$ cat src/rtl/gpio_in_filter_pkg.sv
// Shared GPIO definitions: register window indices for the input filter block.
package gpio_in_filter_pkg;

  localparam int unsigned ADDR_W = 2;

  typedef enum logic [ADDR_W-1:0] {
    REG_FILT   = 2'd0,
    REG_PERIOD = 2'd1,
    REG_RISE   = 2'd2,
    REG_FALL   = 2'd3
  } reg_e;

endpackage

$ cat src/rtl/gpio_debounce_bit.sv
// One input bit: two-flop synchroniser, two-sample tick history and debounced output.
module gpio_debounce_bit (
  input  logic clk,
  input  logic resetn,
  input  logic tick,
  input  logic pad,
  output logic filt
);

  logic       s1;
  logic       s2;
  logic [1:0] h;

  // The output only follows after three consecutive equal tick samples.
  always_ff @(posedge clk) begin
    if (!resetn) begin
      s1   <= 1'b0;
      s2   <= 1'b0;
      h    <= 2'b00;
      filt <= 1'b0;
    end else begin
      s1 <= pad;
      s2 <= s1;
      if (tick) begin
        h <= {h[0], s2};
        if ((s2 == h[0]) && (s2 == h[1]) && (s2 != filt)) begin
          filt <= s2;
        end
      end
    end
  end

endmodule

$ cat src/rtl/gpio_in_filter.sv
// Pad input conditioning: debounce prescaler, per-bit filters, edge flags and register window.
module gpio_in_filter
  import gpio_in_filter_pkg::*;
#(
  parameter int unsigned WIDTH      = 32,
  parameter int unsigned CNT_W      = 16,
  parameter int unsigned DEF_PERIOD = 999
) (
  input  logic              clk,
  input  logic              resetn,
  input  logic              cs,
  input  logic              wen,
  input  logic [ADDR_W-1:0] addr,
  input  logic [WIDTH-1:0]  din,
  output logic [WIDTH-1:0]  dout,
  input  logic [WIDTH-1:0]  pad_in,
  output logic [WIDTH-1:0]  filt,
  output logic              irq
);

  logic             wr;
  logic             wr_period;
  logic             tick;
  logic [CNT_W-1:0] period;
  logic [CNT_W-1:0] pcnt;
  logic [WIDTH-1:0] filt_d;
  logic [WIDTH-1:0] rise;
  logic [WIDTH-1:0] fall;
  logic [WIDTH-1:0] clr_rise;
  logic [WIDTH-1:0] clr_fall;
  logic [WIDTH-1:0] rise_nxt;
  logic [WIDTH-1:0] fall_nxt;

  assign wr        = cs && wen;
  assign wr_period = wr && (addr == REG_PERIOD);
  // A period write restarts the prescaler and suppresses that cycle's tick.
  assign tick      = !wr_period && (pcnt == period);

  always_ff @(posedge clk) begin
    if (!resetn) begin
      period <= CNT_W'(DEF_PERIOD);
      pcnt   <= '0;
    end else if (wr_period) begin
      period <= din[CNT_W-1:0];
      pcnt   <= '0;
    end else if (pcnt == period) begin
      pcnt <= '0;
    end else begin
      pcnt <= pcnt + CNT_W'(1);
    end
  end

  for (genvar i = 0; i < int'(WIDTH); i++) begin : g_bit
    gpio_debounce_bit u_bit (
      .clk    (clk),
      .resetn (resetn),
      .tick   (tick),
      .pad    (pad_in[i]),
      .filt   (filt[i])
    );
  end

  // Set has priority over a same-cycle write-1-to-clear.
  always_comb begin
    clr_rise = '0;
    clr_fall = '0;
    if (wr && (addr == REG_RISE)) clr_rise = din;
    if (wr && (addr == REG_FALL)) clr_fall = din;
    rise_nxt = (rise & ~clr_rise) | (filt & ~filt_d);
    fall_nxt = (fall & ~clr_fall) | (~filt & filt_d);
  end

  // irq is built from the next flag values so it tracks the flags without lag.
  always_ff @(posedge clk) begin
    if (!resetn) begin
      filt_d <= '0;
      rise   <= '0;
      fall   <= '0;
      irq    <= 1'b0;
    end else begin
      filt_d <= filt;
      rise   <= rise_nxt;
      fall   <= fall_nxt;
      irq    <= (|rise_nxt) | (|fall_nxt);
    end
  end

  always_comb begin
    dout = '0;
    case (addr)
      REG_FILT:   dout = filt;
      REG_PERIOD: dout = WIDTH'(period);
      REG_RISE:   dout = rise;
      REG_FALL:   dout = fall;
    endcase
  end

endmodule

$ cat config.mk
export PLATFORM = sky130hd
export DESIGN_NAME = gpio_in_filter
export DESIGN_NICKNAME = d
export VERILOG_FILES = /design/src/rtl/gpio_in_filter_pkg.sv /design/src/rtl/gpio_debounce_bit.sv /design/src/rtl/gpio_in_filter.sv
export SDC_FILE = /design/constraint.sdc
export NUM_CORES = 1
export LEC_CHECK = 0
export ABC_AREA = 0
export ABC_CLOCK_PERIOD_IN_PS = 3100
export BUFFER_PORTS_ARGS = -buffer_cell sky130_fd_sc_hd__buf_2
export CORE_ASPECT_RATIO = 0.5
export CORE_MARGIN = 1.5
export CORE_UTILIZATION = 45
export CTS_CLUSTER_DIAMETER = 120
export DETAILED_ROUTE_END_ITERATION = 8
export GPL_TIMING_DRIVEN = 0
export PLACE_DENSITY_LB_ADDON = 0.08
export SYNTH_ARGS = -nofsm -noshare
export SYNTH_HDL_FRONTEND = slang
export SYNTH_SLANG_ARGS = --single-unit
$ cat constraint.sdc
create_clock -name clk -period 3.1 [get_ports clk]
set_clock_uncertainty 0.1 [all_clocks]
set_input_delay 0.62 -clock clk [delete_from_list [all_inputs] [get_ports clk]]
set_output_delay 0.62 -clock clk [all_outputs]
set_load 0.05 [all_outputs]
Yosys cells after proc, flatten, opt, wreduce, memory -nomap -nowiden
Index checks and enable logic that the tools add are counted.

Flip-flop bits (word level): 289. Input port bits: 70. Output and inout port bits: 65. Logic and storage cells: 356.

$add $sub $neg: 1. Eq/ne operators: 100. Mux-type cells: 3. Bitwise gates (word level): 12. Reductions and logical operators: 106.

Operators with widths (count): $and A32 B32 Y32 (4); $not A32 Y32 (4); $pmux W32 S4 (1); $logic_and A1 B1 Y1 (69); $eq A1 B1 Y1 (64); $mux W32 (2); $or A32 B32 Y32 (2); $reduce_and A2 Y1 (32); $reduce_or A32 Y1 (2); $ne A1 B1 Y1 (32); $add A16 B1 Y16 const B (1); $eq A16 B16 Y1 (1); $eq A2 B2 Y1 const B (2); $reduce_or A3 Y1 (1); $eq A2 B1 Y1 const B (1); $logic_not A2 Y1 (1); $logic_not A1 Y1 (1); $not A1 Y1 (1); $or A1 B1 Y1 (1).

Longest topological paths before layout
Gate-level depths: netlist of run 1.

Depth after elaboration: 8. Depth in mapped cells: 10. Gate-level depth less buffers: 6.

By module
Synthesis of run 1 repeated with hierarchy kept, for this count alone.

Cells, all modules: 1136. Area total of the unflattened synthesis: 11404.7 µm².

By module, submodules not included: gpio_in_filter (instances 1, cells each 656, area each 5759.3 µm², sequential area each 2582.5 µm²); gpio_debounce_bit (instances 32, cells each 15, area each 176.4 µm², sequential area each 100.1 µm²).

Worst setup path before layout of run 1
No wires, ideal clock.

Path kind: input to output. From: input addr[1]. To: output dout[28]. Data arrival time: 2.864 ns. Required time: 2.380 ns. Path slack: -0.484 ns. Stages: 5. Path buffers: 3. Cell sequence: buf_4 -> buf_1 -> clkbuf_1 -> mux2i_1 -> o21ai_0.

Longest elaborated chain between the ends: 2. Elaborated cells between the ends (all ways): 5. Classes of those cells: eq/ne: 3; mux: 1; reduce/logical: 1.

RTL lines: start: declaration (RTL line gpio_in_filter.sv:13) `input logic [ADDR_W-1:0] addr,`; $eq A2 B2 Y1 (tied with other cells) (RTL line gpio_in_filter.sv:90) `case (addr)`; $pmux W32 S4 (*) (RTL line gpio_in_filter.sv:90); end: declaration (RTL line gpio_in_filter.sv:15) `output logic [WIDTH-1:0] dout,`.

Mark *: on every way between the ends. The rest lies on a longest branch, timed or not.

Final worst setup path of run 1
From: input addr[0]. To: output dout[15].

The elaborated chain is that of the path after synthesis.

==> impl_metrics.py, run 1 <==
metrics = {
    "run_status": {
        "status": "finished, final reports clean",
    },
    "final_layout": {
        "nNetsFinal": 1537,
        "fillerInstances": 2345,
        "seq_area_um2": 5786,
        "multi_input_area_um2": 5488,
        "diodes": 0,
        "final_area_um2": 13830,
        "drive_gt1_share_pct": 17.61,
        "syn2layout_area_growth_pct": 16.50,
    },
    "clock_tree": {
        "cts_tree": "built",
        "cts_num_sinks": 289,
        "cts_htree_levels": 1,
        "cts_root_buffer": "clkbuf_16",
        "clk_pin_slew_ns": 0.07,
        "holdBufCountCts": 0,
        "cts_setup_buffers": 0,
        "insertion_delay_ns": 0.55,
        "tritoncts.num_buffers": 26,
        "cts_buffer_depth": 3,
    },
    "worst_setup_path": {
        "critPathMostFrequentCell": "buf_2",
        "cp.arrival_ns": 2.26,
        "crit_path_max_incr_delay_ns": 0.39,
        "critPathLaunchType": "primary input",
        "cp.required_ns": 2.38,
        "worstPathMaxFanout": 10,
        "reg2reg_depth": 10,
        "r2r-end": "g_bit[28].u_bit.h[1]$_SDFFE_PN0P_",
        "end_kind": "output port",
        "path_class": "in2out",
        "crit_chain": "buf_2 > buf_4 > buf_2 > clkbuf_2 > mux4_2 > buf_2",
        "startpoint": "addr[0]",
        "crit_slowest_cell": "clkbuf_2",
        "regToRegSetupSlack_ns": 0.15,
        "crit_end": "dout[15]",
        "rr_startpoint": "pcnt[7]$_SDFF_PP0_",
    },
    "synth": {
        "ys.flop_type": "dfxtp_1",
        "muxShareOfSynthArea_pct": 4.415,
        "syn-cell-area_um2": 11870,
        "synth-simple-area-share_pct": 23.34,
        "syn_avg_cell_area_um2": 9.099,
        "syn-num-nets": 1376,
        "synthesis.instances": 1305,
        "synth_compound_area_share_pct": 15.73,
        "seq_area_frac_synth_pct": 48.72,
        "synth_xor_area_share_pct": 2.213,
        "synth_seq_cells": 289,
        "async_flop_share_pct": 0,
        "yosys.area_share.adder_pct": 0.1054,
        "yosysUniqueCellTypes": 42,
        "synth_edf_count": 0,
        "synth_top_family_by_area": "simple AND/OR/NAND/NOR gates",
        "synth_warnings": 0,
    },
    "floorplanning": {
        "die_w_um": 232.7,
        "initial_core_util_pct": 46.48,
        "core_um2": 25550,
        "rows": 41,
        "die_area_um2": 27430,
        "io_pins": 135,
        "die_y_um": 117.9,
    },
    "power": {
        "total_power_mw": 7.265,
        "ir_drop_v": 0.0003706,
        "leakagePower_nw": 5.378,
        "p_per_area_nw_per_um2": 525.2,
    },
    "routing": {
        "wl_mm": 35.49,
        "viasPerCell": 5.409,
        "via_count": 9877,
        "drtIter0Drc": 804,
        "route.detailed.drc": 0,
        "firstDrtPassIters": 5,
        "wl_per_cell_um": 19.43,
        "ant_nets": 0,
    },
    "global_route": {
        "globalRouteOverflowTotal": 0,
        "grt_max_degree": 16,
        "antenna_found_initial": 0,
        "first_global_vias": 9494,
        "grt_first_pass_wirelength_mm": 54.43,
        "grt.total_usage_pct": 25.90,
    },
    "placement": {
        "dp_hpwl_mm": 25.31,
        "pre_cts_slack_ns": -0.6330,
        "place.port_buffers": 134,
        "place.gp.congestion": 0.8388,
        "placed_area_um2": 13020,
    },
    "sta": {
        "max_freq_mhz": 335.0,
        "relSlewSlack_pct": 36.78,
        "period_minus_slack_ns": 2.985,
        "period_share_pct": 96.28,
        "setup_violations": 0,
        "worstMarginPinSlew_ns": 0.9482,
        "hold-worst-slack_ns": 0.1804,
        "worst_slack_ns": 0.1152,
        "hold_viol_final": 0,
        "drv_slew": 0,
        "rsz0062_at_grt": "no",
    },
    "worst_hold_path": {
        "holdCritPathClass": "in2reg",
        "whs_path_depth": 2,
    },
    "job": {
        "drv_cap": 0,
    },
}
==> cell usage after synthesis (all sizes together) (4+ instances only) <==
cell | instances | area [µm²]
clkbuf | 47 | 176.4
a221oi | 16 | 140.1
and4 | 6 | 52.55
o21ai | 48 | 240.2
o31ai | 32 | 240.2
mux4 | 16 | 364.1
buf | 61 | 397.9
a2bb2oi | 12 | 105.1
nor2b | 95 | 594.3
a2111oi | 9 | 78.83
nor2 | 26 | 100.1
a21oi | 25 | 125.1
and2 | 102 | 638.1
o21a | 8 | 60.06
nand3 | 14 | 70.07
nand4 | 12 | 75.07
xor2 | 26 | 227.7
inv | 20 | 75.07
dfxtp | 289 | 5786
nor3 | 33 | 165.2
mux2i | 16 | 160.2
nor4 | 5 | 31.28
xnor2 | 4 | 35.03
a21boi | 112 | 840.8
nand2 | 256 | 960.9
==> timing repair <==
item / CTS / global route
cloned: 0 / 0
endpoints found under the setup margin: 28 / 12
resized for setup: 5 / 4
pin swaps: 0 / 1
==> power breakdown <==
group	switching [mW]	total, mW	internal, mW
logic	0.210	0.340	0.130
registers	0.0296	3.79	3.76
clock network	1.42	3.14	1.71
total	1.66	7.27	5.60
==> worst min-delay path by stage <==
stage	to	start	slack, ns
5_1_grt	g_bit[1].u_bit.s1$_SDFF_PN0_	pad_in[1]	0.17
3_3_place_gp	g_bit[18].u_bit.s2$_SDFF_PN0_	g_bit[18].u_bit.s1$_SDFF_PN0_	0.31
3_5_place_dp	g_bit[20].u_bit.s2$_SDFF_PN0_	g_bit[20].u_bit.s1$_SDFF_PN0_	0.32
6_report	g_bit[16].u_bit.s1$_SDFF_PN0_	pad_in[16]	0.18
4_1_cts	g_bit[16].u_bit.s1$_SDFF_PN0_	pad_in[16]	0.17
2_1_floorplan	g_bit[0].u_bit.s2$_SDFF_PN0_	g_bit[0].u_bit.s1$_SDFF_PN0_	0.31
==> critical path: cells and delay by family <==
family	cells	cell delay [ns]
buffers and inverters	5	1.25
multiplexers	1	0.38
==> kinds of logic after synthesis <==
group / after synthesis
AO/OA/AOI/OAI: 266
XOR/XNOR: 30
adder cells (fa/ha/maj): 1
buffers and inverters: 128
flip-flops: 289
multiplexers: 32
AND/OR/NAND/NOR: 559
==> routing by layer <==
metal / share of wire (%) / track usage (%) / vias up / wire [µm]
met3: 6.4 / 4.409 / 52 / 2279
li1: - / - / 4721 / -
met1: 48 / 37.79 / 4796 / 17170
met4: 1.8 / 5.524 / 0 / 651
met2: 43 / 39.99 / 308 / 15380
met5: 0 / 0 / - / 0
==> stage by stage <==
step,TNS (ns),std cells,utilization [%]
finish,0,1826,54.15
global route,0,1826,54.15
CTS,0,1827,54.13
detailed placement,-13.09,1783,50.98
global placement,-11.76,1783,50.98
floorplan,0,1305,-
==> cell type report <==
type,count,area share [%]
tap,344,3.111
buffer,107,4.224
timing repair buffer,134,4.848
clock buffer,40,5.599
inverter,20,0.5427
sequential,289,41.82
clock inverter,4,0.1809
multi-input combinational,888,39.67
==> registers in the layout, summed over array words and instances (netlist names), 16 cells and up <==
register,count
period,16
rise,32
g_bit.u_bit.filt,32
filt_d,32
pcnt,16
g_bit.u_bit.s1,32
fall,32
g_bit.u_bit.h,64
g_bit.u_bit.s2,32
==> layout by cell type, fill, tap and decap left out, types with 13 or more instances in the layout <==
cell	count
dfxtp_1	289
nor2_1	25
clkbuf_1	51
buf_2	152
buf_4	37
nand2_1	256
nor2b_1	95
and2_1	102
a21boi_1	24
a21boi_0	88
mux4_2	15
a221oi_1	16
o31ai_1	32
mux2i_1	16
o21ai_0	32
inv_1	20
a21oi_1	25
nand3_1	14
o21ai_2	13
nor3_1	33
xor2_1	26
clkbuf_16	27
Note: power is estimated with default switching activity, not from simulation.
==> run 2: changes to the inputs <==
--- a/config.mk
+++ b/config.mk
@@ -8,9 +8,11 @@
 export ABC_AREA = 0
 export ABC_CLOCK_PERIOD_IN_PS = 3100
 export BUFFER_PORTS_ARGS = -buffer_cell sky130_fd_sc_hd__buf_2
+export CELL_PAD_IN_SITES_DETAIL_PLACEMENT = 0
+export CELL_PAD_IN_SITES_GLOBAL_PLACEMENT = 2
 export CORE_ASPECT_RATIO = 0.5
 export CORE_MARGIN = 1.5
-export CORE_UTILIZATION = 45
+export CORE_UTILIZATION = 36
 export CTS_CLUSTER_DIAMETER = 120
 export DETAILED_ROUTE_END_ITERATION = 8
 export GPL_TIMING_DRIVEN = 0
==> impl_metrics.py, run 2 (synthesis results as in run 1) <==
metrics = {
    "sta": {
        "setup_tns_ns": 0,
        "hold_viol_final": 0,
        "drv_slew": 0,
        "relSlewSlack_pct": 40.67,
        "rsz0062_at_grt": "no",
        "period_share_pct": 96.64,
        "period_minus_slack_ns": 2.996,
        "max_freq_mhz": 333.8,
        "worstMarginPinSlew_ns": 0.8900,
        "setup_violations": 0,
    },
    "routing": {
        "firstDrtPassIters": 5,
        "via_count": 9717,
        "wl_per_cell_um": 19.87,
        "drtIter0Drc": 721,
        "ant_nets": 0,
        "wl_mm": 38.29,
        "route.detailed.drc": 0,
        "viasPerCell": 5.043,
    },
    "worst_setup_path": {
        "cp.required_ns": 2.38,
        "cp.depth": 8,
        "reg2reg_depth": 10,
        "crit_buf_inv": 5,
        "regToRegSetupSlack_ns": 0.45,
        "cp_top_family": "buffers and inverters",
        "crit_path_max_incr_delay_ns": 0.36,
        "crit_slowest_cell": "buf_2",
        "worstPathMaxFanout": 10,
        "critPathLaunchType": "primary input",
        "path_class": "in2out",
        "end_kind": "output port",
        "cp.arrival_ns": 2.28,
        "crit_chain": "buf_2 > buf_4 > and2_1 > clkbuf_1 > buf_2 > nand2_1 > o21ai_2 > buf_2",
        "critPathMostFrequentCell": "buf_2",
    },
    "global_route": {
        "antenna_found_initial": 3,
        "first_global_vias": 9428,
        "grt.total_usage_pct": 22.36,
        "globalRouteOverflowTotal": 0,
        "grt_first_pass_wirelength_mm": 57.77,
        "grt_max_degree": 15,
    },
    "clock_tree": {
        "holdBufCountCts": 0,
        "cts_tree": "built",
        "cts_buffer_depth": 3,
        "insertion_delay_ns": 0.57,
        "tritoncts.num_buffers": 28,
        "cts_root_buffer": "clkbuf_16",
        "cts_htree_levels": 1,
        "clk_pin_slew_ns": 0.07,
        "cts_num_sinks": 289,
    },
    "power": {
        "leakagePower_nw": 5.496,
        "ir_drop_v": 0.0004223,
        "total_power_mw": 7.873,
        "p_per_area_nw_per_um2": 555.3,
    },
    "floorplanning": {
        "core_um2": 32060,
        "initial_core_util_pct": 37.04,
        "die_w_um": 259.8,
        "die_area_um2": 34150,
        "io_pins": 135,
        "rows": 46,
        "die_y_um": 131.4,
    },
    "placement": {
        "place.gp.congestion": 0.8072,
        "dp_hpwl_mm": 27.63,
        "dp_cells": 1871,
        "place.port_buffers": 134,
        "placed_area_um2": 13130,
    },
    "final_layout": {
        "drive_gt1_share_pct": 18.24,
        "stdcell_count": 1927,
        "regMostFlops": "g_bit.u_bit.h",
        "syn2layout_area_growth_pct": 19.39,
        "final_cell_mix": "dfxtp_1, nand2_1, buf_2",
        "nNetsFinal": 1542,
        "largest_reg_flops": 64,
        "fillerInstances": 3135,
        "final_area_um2": 14180,
        "layout_commonest_cell": "dfxtp_1",
    },
    "worst_hold_path": {
        "holdCritPathClass": "in2reg",
        "whs_path_depth": 2,
    },
    "run_status": {
        "status": "finished, final reports clean",
    },
    "job": {
        "drv_cap": 0,
    },
}
## run 2: cell types whose count changed in the layout (fill, tap and decap cells not counted), sizes merged
cell and change:
clkbuf +3, bufinv +4, clkinvlp -2, diode +4, buf +3, clkinv +1
## run 2: where the power goes
group	internal, mW	switching [mW]
combinational	0.130	0.215
sequential	3.76	0.0286
clock	2.23	1.51
total	6.12	1.75
## run 2: area by class of cell
type	count	area [µm²]	area share (%)
multi-input cells	888	5488	38.71
well taps	432	540.5	3.813
repair buffers	136	685.7	4.837
clock buffers	43	857.1	6.046
diodes	4	10.01	0.07061
flip-flops and latches	289	5786	40.81
clock inverters	7	146.4	1.033
plain buffers	108	588.1	4.148
inverters	20	75.07	0.5296
## run 2: layer usage
metal	vias up	track usage, %	routed length [µm]
met4	0	3.682	522
met5	-	0	0
met3	36	3.318	1906
met1	4718	33.05	19090
met2	223	34.68	16770
li1	4740	-	-
## run 2: worst paths after layout
| path | startpoint | endpoint |
|---|---|---|
| min | pad_in[19] | g_bit[19].u_bit.s1$_SDFF_PN0_ |
| max reg2reg | period[12]$_SDFFE_PN0P_ | g_bit[14].u_bit.h[1]$_SDFFE_PN0P_ |
| max | addr[0] | dout[29] |
| min reg2reg | g_bit[22].u_bit.s1$_SDFF_PN0_ | g_bit[22].u_bit.s2$_SDFF_PN0_ |
## run 2: what timing repair did
action,4_1_cts,5_1_grt
pin swaps,0,1
buffers inserted,0,2
endpoints found under the setup margin,28,32
endpoints found under the hold margin,0,0
resized for setup,9,3
## run 2: stage by stage
stage | hold slack (ns) | setup slack [ns] | utilization [%]
2_1_floorplan | 0.3119 | 0.1328 | -
3_3_place_gp | 0.3156 | -0.6539 | 40.97
3_5_place_dp | 0.3177 | -0.6282 | 40.97
4_1_cts | 0.1331 | 0.01220 | 44.13
5_1_grt | 0.1431 | 0.02240 | 44.20
6_report | 0.1550 | 0.1043 | 44.22
